File: config.mk
export PLATFORM = sky130hd
export DESIGN_NAME = systolic_feeder_flat
export DESIGN_NICKNAME = d
export VERILOG_FILES = /design/src/rtl/systolic_feeder_if.sv /design/src/rtl/systolic_feeder.sv /design/src/flat_wrapper.sv
export SDC_FILE = /design/constraint.sdc
export NUM_CORES = 1
export LEC_CHECK = 0
export BUFFER_PORTS_ARGS = -buffer_cell sky130_fd_sc_hd__buf_2
export CAP_MARGIN = 0
export CORE_MARGIN = 2
export CORE_UTILIZATION = 50
export CTS_BUF_LIST = sky130_fd_sc_hd__clkbuf_16
export DETAILED_ROUTE_END_ITERATION = 12
export PLACE_DENSITY = 0.76
export SYNTH_ARGS = -nofsm -noshare
export SYNTH_HDL_FRONTEND = slang
export SYNTH_SLANG_ARGS = --single-unit
export TNS_END_PERCENT = 5
File: constraint.sdc
create_clock -name clk -period 5.1 [get_ports clk]
set_input_delay 0.255 -clock clk [delete_from_list [all_inputs] [get_ports clk]]
set_output_delay 0.255 -clock clk [all_outputs]
set_load 0.05 [all_outputs]
File: src/rtl/systolic_feeder_if.sv
// Bundle of operand-load, control and array-edge signals between a host and systolic_feeder.
// The master side is the host/array; the slave side is the feeder itself.
interface systolic_feeder_if #(
  parameter int N = 2
);
  localparam int AW = (N * N > 1) ? $clog2(N * N) : 1;

  logic                  wr_en;
  logic                  wr_sel;
  logic [AW-1:0]         wr_addr;
  logic [7:0]            wr_data;
  logic                  start;
  logic [N*N-1:0]        pdone;
  logic [N-1:0][7:0]     a_out;
  logic [N-1:0][7:0]     b_out;
  logic                  arr_enable;
  logic                  busy;
  logic                  done;
  logic                  err;

  modport master (
    output wr_en, wr_sel, wr_addr, wr_data, start, pdone,
    input  a_out, b_out, arr_enable, busy, done, err
  );

  modport slave (
    input  wr_en, wr_sel, wr_addr, wr_data, start, pdone,
    output a_out, b_out, arr_enable, busy, done, err
  );
endinterface

File: src/rtl/systolic_feeder.sv
// Loads two NxN byte matrices, then streams them diagonally skewed into a systolic array's
// row and column edges and keeps the array enabled until every PE reports done.
module systolic_feeder #(
  parameter int N       = 2,
  parameter int TIMEOUT = 64
) (
  input  logic              clk,
  input  logic              rst,
  systolic_feeder_if.slave  bus
);
  localparam int AW = (N * N > 1) ? $clog2(N * N) : 1;
  localparam int TW = $clog2(2 * N);
  localparam int CW = $clog2(TIMEOUT + 1);
  localparam logic [TW-1:0] LAST_STEP = TW'(2 * N - 2);
  localparam logic [CW-1:0] WAIT_LAST = CW'(TIMEOUT - 1);

  typedef enum logic [1:0] {
    S_IDLE,
    S_FEED,
    S_WAIT,
    S_DONE
  } state_t;

  state_t            state, state_n;
  logic [TW-1:0]     step, step_n;
  logic [CW-1:0]     wcnt, wcnt_n;
  logic              err_n;
  logic              feed_n;
  logic              arr_en_n;
  logic              busy_n;
  logic              done_n;
  logic              pdone_all;

  logic [7:0]        a_mem  [N][N];
  logic [7:0]        b_mem  [N][N];
  logic [7:0]        a_term [N][N];
  logic [7:0]        b_term [N][N];
  logic [7:0]        a_acc  [N][N];
  logic [7:0]        b_acc  [N][N];
  logic [N-1:0][7:0] a_sel;
  logic [N-1:0][7:0] b_sel;

  assign pdone_all = &bus.pdone;

  // Operand buffers only accept writes while idle so a run never sees operands change under it.
  for (genvar r = 0; r < N; r++) begin : g_mem_row
    for (genvar c = 0; c < N; c++) begin : g_mem_col
      always_ff @(posedge clk or posedge rst) begin
        if (rst) begin
          a_mem[r][c] <= 8'd0;
          b_mem[r][c] <= 8'd0;
        end else if (bus.wr_en && (state == S_IDLE) && (bus.wr_addr == AW'(r * N + c))) begin
          if (bus.wr_sel) begin
            b_mem[r][c] <= bus.wr_data;
          end else begin
            a_mem[r][c] <= bus.wr_data;
          end
        end
      end
    end
  end

  // Element (r,c) reaches the edge at step r+c; each edge lane ORs its one matching element.
  for (genvar i = 0; i < N; i++) begin : g_lane
    for (genvar k = 0; k < N; k++) begin : g_elem
      assign a_term[i][k] = (step_n == TW'(i + k)) ? a_mem[i][k] : 8'd0;
      assign b_term[i][k] = (step_n == TW'(i + k)) ? b_mem[k][i] : 8'd0;
      if (k == 0) begin : g_first
        assign a_acc[i][k] = a_term[i][k];
        assign b_acc[i][k] = b_term[i][k];
      end else begin : g_rest
        assign a_acc[i][k] = a_acc[i][k-1] | a_term[i][k];
        assign b_acc[i][k] = b_acc[i][k-1] | b_term[i][k];
      end
    end
    assign a_sel[i] = a_acc[i][N-1];
    assign b_sel[i] = b_acc[i][N-1];
  end

  // Next-state logic also computes the next value of every output so they can all be registered.
  always_comb begin
    state_n  = state;
    step_n   = step;
    wcnt_n   = wcnt;
    err_n    = bus.err;
    feed_n   = 1'b0;
    arr_en_n = 1'b0;
    done_n   = 1'b0;
    case (state)
      S_IDLE: begin
        if (bus.start) begin
          state_n  = S_FEED;
          step_n   = '0;
          err_n    = 1'b0;
          feed_n   = 1'b1;
          arr_en_n = 1'b1;
        end
      end
      S_FEED: begin
        arr_en_n = 1'b1;
        if (step == LAST_STEP) begin
          state_n = S_WAIT;
          wcnt_n  = '0;
        end else begin
          step_n = step + TW'(1);
          feed_n = 1'b1;
        end
      end
      S_WAIT: begin
        if (pdone_all) begin
          state_n = S_DONE;
          done_n  = 1'b1;
        end else if (wcnt == WAIT_LAST) begin
          state_n = S_DONE;
          done_n  = 1'b1;
          err_n   = 1'b1;
        end else begin
          wcnt_n   = wcnt + CW'(1);
          arr_en_n = 1'b1;
        end
      end
      S_DONE: begin
        state_n = S_IDLE;
      end
      default: begin
        state_n = S_IDLE;
      end
    endcase
    busy_n = (state_n != S_IDLE);
  end

  always_ff @(posedge clk or posedge rst) begin
    if (rst) begin
      state          <= S_IDLE;
      step           <= '0;
      wcnt           <= '0;
      bus.a_out      <= '0;
      bus.b_out      <= '0;
      bus.arr_enable <= 1'b0;
      bus.busy       <= 1'b0;
      bus.done       <= 1'b0;
      bus.err        <= 1'b0;
    end else begin
      state          <= state_n;
      step           <= step_n;
      wcnt           <= wcnt_n;
      bus.a_out      <= feed_n ? a_sel : '0;
      bus.b_out      <= feed_n ? b_sel : '0;
      bus.arr_enable <= arr_en_n;
      bus.busy       <= busy_n;
      bus.done       <= done_n;
      bus.err        <= err_n;
    end
  end
endmodule

File: src/flat_wrapper.sv
// flat-port wrapper written by rule: the top's interface ports become plain ports
module systolic_feeder_flat 
#(
  parameter int N       = 2,
  parameter int TIMEOUT = 64
)
  (clk, rst, bus_wr_en, bus_wr_sel, bus_wr_addr, bus_wr_data, bus_start, bus_pdone, bus_a_out, bus_b_out, bus_arr_enable, bus_busy, bus_done, bus_err);
  systolic_feeder_if #(.N(N)) bus_i ();
  input  logic clk;
  input  logic rst;
  input wire logic [$bits(bus_i.wr_en)-1:0] bus_wr_en;
  input wire logic [$bits(bus_i.wr_sel)-1:0] bus_wr_sel;
  input wire logic [$bits(bus_i.wr_addr)-1:0] bus_wr_addr;
  input wire logic [$bits(bus_i.wr_data)-1:0] bus_wr_data;
  input wire logic [$bits(bus_i.start)-1:0] bus_start;
  input wire logic [$bits(bus_i.pdone)-1:0] bus_pdone;
  output wire logic [$bits(bus_i.a_out)-1:0] bus_a_out;
  output wire logic [$bits(bus_i.b_out)-1:0] bus_b_out;
  output wire logic [$bits(bus_i.arr_enable)-1:0] bus_arr_enable;
  output wire logic [$bits(bus_i.busy)-1:0] bus_busy;
  output wire logic [$bits(bus_i.done)-1:0] bus_done;
  output wire logic [$bits(bus_i.err)-1:0] bus_err;
  assign bus_i.wr_en = bus_wr_en;
  assign bus_i.wr_sel = bus_wr_sel;
  assign bus_i.wr_addr = bus_wr_addr;
  assign bus_i.wr_data = bus_wr_data;
  assign bus_i.start = bus_start;
  assign bus_i.pdone = bus_pdone;
  assign bus_a_out = bus_i.a_out;
  assign bus_b_out = bus_i.b_out;
  assign bus_arr_enable = bus_i.arr_enable;
  assign bus_busy = bus_i.busy;
  assign bus_done = bus_i.done;
  assign bus_err = bus_i.err;
  systolic_feeder #(.N(N), .TIMEOUT(TIMEOUT)) u_core (.clk(clk), .rst(rst), .bus(bus_i));
endmodule
==> results.md, run 1 <==
- Initial DRC count: 170
- CTS resizes: 0
- FF+latch count, synth: 111
- Global route total overflow: 0
- Die area: roughly 10000 µm²
- Yosys top cell by area: dfrtp_1
- Root Buffer: clkbuf_16
- FF-to-FF setup slack: 2.75 ns
- Fmax: between 0.4 and 0.5 GHz
- M3 GR Usage: 0.0457
- Skew final: around 0.0035 ns
- Number of synthesized flops with an enable pin: 0
- Commonest cells in the netlist: dfrtp_1, mux2_2, nand2_1, nor2_1, a21oi_1
- ANT cells: 0
- Wire per inst: roughly 18 µm
- Pwr Density: between 600 and 700 nW/µm²
- # fillers: ~730
- Worst EP arrival: 2.61 ns
- Via density: 5.61
- Tightest Pin Transition: 1.11 ns
- Cell Rows: 34
- Synth Area in Simple Gates: 0.102
- Cell with the largest stage delay on the worst path: nor2_1
- Synth top area share: 0.611
- Fin cells: 507
- Max-slew violations: 0
- Remaining antenna violation count: 0
- Vias: 2846
- IO Port Bufs: 54
- CP peak stage delay: 0.92 ns
- Post-CTS setup buffers: 0
- Synth Area in Adders: 0.00826
- Synth warn: 0
- Critical path cell sequence: inv_1 -> ha_1 -> nand3b_4 -> nor2_1 -> a32oi_1 -> nor2_1
- Met1 usage: 0.278
- M2 GR Usage: 0.330
- Worst setup path class: reg2reg
- Crit path capture type: register
- CORE AREA: roughly 8800 µm²
- Die width: 99.3 µm
- DRC: 0
- Synth Area in Compound Gates: 0.0746
- Num CTS Buffers: 9
- Relative slew slack: 0.255
- Nets: 417
- Post-synthesis instance total: ~340
- Clock sink total: 111
- Hold slack final: around 0.095 ns
- Status: finished, final reports clean
- Syn_area_per_cell: 13.3 µm²
- Crit path max fanout: 18
- Initial core utilization: 0.519
- Total Power: 3.46 mW
- GPL Wtd Cong: 0.804
- Vias in the first global route: 2923
- Layout overhead on the synthesized area: 13.6%
- CTS max path bufs: 2
- Leakage power: 2.52 nW
- Post-synthesis cell area: 4540 µm²
- Distinct cells, synth: 40
- Layer with the highest usage: met2
- Post-synthesis xor/xnor area fraction: 0
- Final Hold Vio Count: 0
- Synth Net Count: roughly 360
- DR pass1 iterations: 4
- Largest family of logic cells by synthesized area: multiplexers
- Final core occ: 0.589
- Async set-reset flop share out of synthesis: 1.00
- Final period utilization: 0.460
- Type of origin of the critical path: register
- First-pass GRT wire length: 15400 µm
- Proportion of layout cells with a drive suffix above 1: 0.376
- Max Cap Violations: 0
- Peak VDD IR: approximately 240 µV
- Initial antenna violation count: 0
- Final TNS setup: 0 ns
- CTS tree: done
- Io pins: 55
- Post-synthesis mux area share: 0.172
- Top-count cell post-synth: dfrtp_1
- Pin count of the biggest net entering global routing: 75
- Register area share after synthesis: 0.611
- CTS clock-pin slew for the worst setup and hold paths: 0.07 ns
- Main synth FF type: dfrtp_1
- Cell mode on critical path: nor2_1
- Main area contributors after synthesis: dfrtp_1, mux2_2, nand2_1
- Clock period minus worst slack: 2.35 ns
- Hold WC Path Type: in2async
- Final setup vio count: 0
- H-tree depth: 3
- Routed WL: between 9000 and 10000 µm
- GRT Total Usage: 0.203
- RSZ-0062 raised after global routing: false
- Dpl cells: 492
- DIE HEIGHT: roughly 99 µm
- Worst skew pair latency: 0.34 ns
- DP HPWL: 5810 µm
- Critical Path RT: roughly 5.4 ns
- Hold buffers post-CTS: 0
## kinds of logic after synthesis
family	Yosys count
and+or+nand+nor	91
muxes	67
DFF	111
buffers and inverters	22
adders and majority gates	3
AOI/OAI and AO/OA	48
## stage by stage
| step | area, µm² | worst slack, ns |
|---|---|---|
| finish | 5160 | 2.75 |
| CTS | 5160 | 2.79 |
| global route | 5160 | 2.55 |
| detailed placement | 4850 | 2.81 |
| global placement | 4850 | 2.87 |
| floorplan | 4540 | 1.91 |
## layout make-up
cell class                 instances  area [µm²]  area share
sequential                       111        2780       0.538
multi-input combinational        209        1620       0.314
timing repair buffer              56         285      0.0553
clock buffer                       9         225      0.0436
tap                              108         135      0.0262
clock inverter                     6        86.3      0.0167
inverter                           8        32.5     0.00630
## where the power goes
| group | internal [mW] | switching [mW] |
|---|---|---|
| logic | 0.443 | 0.842 |
| registers | 1.24 | 0.199 |
| clock network | 0.426 | 0.305 |
| total | 2.11 | 1.35 |
## path summary, 6_finish.rpt
kind / from / to / cells past startpoint
worst max-delay path: u_core.step[0] / u_core.bus.b_out[10] / 6
worst min-delay path: rst / u_core.b_mem[17] / 2
worst max register to register: u_core.step[0] / u_core.bus.b_out[10] / 6
worst min register to register: u_core.wcnt[5] / u_core.wcnt[6] / 1
max in group asynchronous: rst / u_core.a_mem[16] / 3
min in group clk: bus_start / u_core.bus.busy / 3
## flip-flops by register name (all words and copies together) (netlist names)
signal and count:
u_core.bus.a_out 16, u_core.step 2, u_core.wcnt 7, u_core.state 2, u_core.bus.done 1, u_core.b_mem 32, u_core.bus.err 1, u_core.a_mem 32
u_core.bus.b_out 16, u_core.bus.arr_enable 1, u_core.bus.busy 1
## layout by cell type (no fill, tap or decap), types with 2 or more instances in the layout
cell and count:
dfrtp_1 111, mux2_2 55, buf_2 54, nand2_1 43, nor2_1 21, a21oi_1 20, a32oi_1 16, clkbuf_16 9
mux2_4 8, nand2_2 6, inv_1 5, nor2b_1 3, and3_1 3, nor3_1 3, nand3_1 3, mux2i_1 3
ha_1 3, clkinvlp_4 3, inv_2 2, o21ai_0 2, a31oi_1 2, bufinv_16 2, buf_4 2
## metal layers
layer  part of all wire  routed length, µm
met1               0.44               4060
met5                  0                  0
met2               0.51               4690
met4              0.010                 96
met3              0.047                436
## critical path: cells and delay by family, from the launching register on
kind,cells,cell delay [ns]
and+or+nand+nor,3,1.31
AOI/OAI and AO/OA,1,0.13
DFF,1,0.40
adders and majority gates,1,0.35
buffers and inverters,1,0.08
(Power assumes the default switching activity.)
==> inputs of run 2 (changes only) <==
- clock period: 5.1 -> 2.2 ns (I/O delays scaled with it)
==> run 2 against run 1 <==
Global-route usage fell by 0.94 points. Final area rose by 1.6%. Clock skew rose by 0.0055 ns. Worst hold slack improved by 0.0054 ns. Combinational power rose by 140%. Register-to-register slack got worse by 2.5 ns. Critical path depth fell by 3. Critical endpoint is now u_core.b_mem[17]. Largest power group unchanged.
==> results.md, run 2 (synthesis results as in run 1) <==
- Status: finished, final reports clean
- Num CTS Buffers: 9 (unchanged)
- Most common cell after layout, fill and taps aside: dfrtp_1
- Layout overhead on the synthesized area: 15.4%
- GPL Wtd Cong: 0.825 (+2.5%)
- Final TNS setup: 0 ns (unchanged)
- CORE AREA: 8760 µm² (unchanged)
- CTS tree: done
- CTS clock-pin slew for the worst setup and hold paths: 0.07 ns (about the same)
- Worst skew pair latency: 0.35 ns (about the same)
- Max Cap Violations: 0 (unchanged)
- Biggest regs: u_core.a_mem (32), u_core.b_mem (32)
- Max-slew violations: 0 (unchanged)
- Type of origin of the critical path: register
- H-tree depth: 3 (unchanged)
- Worst reg2reg path endpoint: u_core.b_mem[17]
- Hold path start: bus_start
- IO Port Bufs: 54 (unchanged)
- First-pass GRT wire length: 14700 µm (-4.4%)
- Total Power: 8.18 mW (+140%)
- Worst hold endpoint: u_core.bus.busy
- Initial antenna violation count: 0 (unchanged)
- Worst setup path class: reg2reg
- RSZ-0062 raised after global routing: false
- Nets: 422 (+1.2%)
- Pin count of the biggest net entering global routing: 112 (+49%)
- Vias: 2872 (+0.91%)
- Via density: 5.60 (-0.27%)
- Worst setup margin: 0.276 ns (-2.48 ns)
- Worst EP arrival: 2.16 ns (-0.45 ns)
- Pwr Density: 1560 nW/µm² (+130%)
- Final Hold Vio Count: 0 (unchanged)
- Post-CTS setup buffers: 0 (unchanged)
- Clock sink total: 111 (unchanged)
- Leakage power: 2.56 nW (+1.6%)
- Crit path max fanout: 9 (-9)
- DIE HEIGHT: 99.3 µm (unchanged)
- GRT Total Usage: 0.194 (-0.00937)
- ANT cells: 0 (unchanged)
- Tightest Pin Transition: 0.610 ns (-0.503 ns)
- Dpl cells: 496 (+0.81%)
- Routed WL: 9100 µm (-2.0%)
- Hold WC Path Type: in2reg
- Setup Slack @ Placement: 0.294 ns (-2.52 ns)
- Hold slack final: 0.100 ns (+0.00535 ns)
- Vias in the first global route: 2909 (-0.48%)
- Root Buffer: clkbuf_16
- Die width: 99.3 µm (unchanged)
- Fmax: 0.520 GHz (+22%)
- Wire per inst: 17.7 µm (-3.1%)
- R2r startpoint: u_core.state[1]
- Cell Rows: 34 (unchanged)
- WHS Path Cells: 3
- Die area: 9870 µm² (unchanged)
- DR pass1 iterations: 5 (+1)
- Final period utilization: 0.874 (+0.415)
- Reg2Reg Depth: 3 (-3)
- Initial core utilization: 0.519 (unchanged)
- Global route total overflow: 0 (unchanged)
- Peak VDD IR: 579 µV (+140%)
- Critical Path RT: 2.43 ns (-2.93 ns)
- Initial DRC count: 124 (-27%)
- Proportion of layout cells with a drive suffix above 1: 0.385 (+0.00925)
- Io pins: 55 (unchanged)
- Crit path capture type: register
- Final setup vio count: 0 (unchanged)
- DP HPWL: 5700 µm (-1.8%)
- Fin cells: 513 (+1.2%)
- CTS max path bufs: 2 (unchanged)
- Clock period minus worst slack: 1.92 ns (-0.422 ns)
- FF-to-FF setup slack: 0.28 ns (-2.48 ns)
- Relative slew slack: 0.593 (+0.338)
- Remaining antenna violation count: 0 (unchanged)
- Most frequent cells in the layout: dfrtp_1, mux2_2, buf_2
- Skew final: 0.00894 ns (+0.00546 ns)
- DRC: 0 (unchanged)
[run 2: timing repair]
action                    CTS  global route
hold endpoints to repair  111             0
gates resized for setup     0             0
hold buffers                1             0
[run 2: final cells by class]
| cell class | instances | area [µm²] |
|---|---|---|
| Clock inverter | 7 | 104 |
| Sequential cell | 111 | 2780 |
| Clock buffer | 9 | 225 |
| Fill cell | 694 | 3520 |
| Timing Repair Buffer | 61 | 350 |
| Tap cell | 108 | 135 |
| Multi-Input combinational cell | 209 | 1620 |
| Inverter | 8 | 33.8 |
[run 2: where the power goes]
part	switching, mW	internal, mW	total [mW]	leakage [nW]
logic	1.97	1.12	3.10	0.977
clock network	0.741	1.01	1.75	0.154
registers	0.450	2.88	3.33	1.43
total	3.16	5.02	8.18	2.56
[run 2: worst max path at each step]
stage                          from          endpoint  slack, ns  cells after the start
finish              u_core.state[1]  u_core.b_mem[17]       0.28                      3
global route        u_core.state[0]  u_core.b_mem[17]       0.18                      3
CTS                 u_core.state[0]  u_core.b_mem[17]       0.27                      3
detailed placement  u_core.state[0]  u_core.b_mem[18]       0.29                      3
global placement    u_core.state[1]  u_core.b_mem[21]       0.33                      3
floorplan           u_core.state[1]  u_core.b_mem[16]       0.56                      5
[run 2: routing by layer]
metal	up-vias	GRT usage	wire length, µm	part of all wire
li1	1326	-	-	-
met1	1462	0.253	3940	0.43
met2	70	0.324	4530	0.50
met3	14	0.0387	462	0.051
met4	0	0.0727	164	0.018
met5	-	0	0	0
[run 2: critical path: stages (launching register included)]
cell and delay [ns]:
dfrtp_1 0.54, nor4b_4 0.46, and3_1 0.43, mux2_2 0.38
[run 2: per-stage QoR]
stage | util | cell area (µm²)
detailed placement | 0.560 | 4910
CTS | 0.599 | 5250
global route | 0.599 | 5250
floorplan | - | 4550
finish | 0.599 | 5250
global placement | 0.560 | 4910
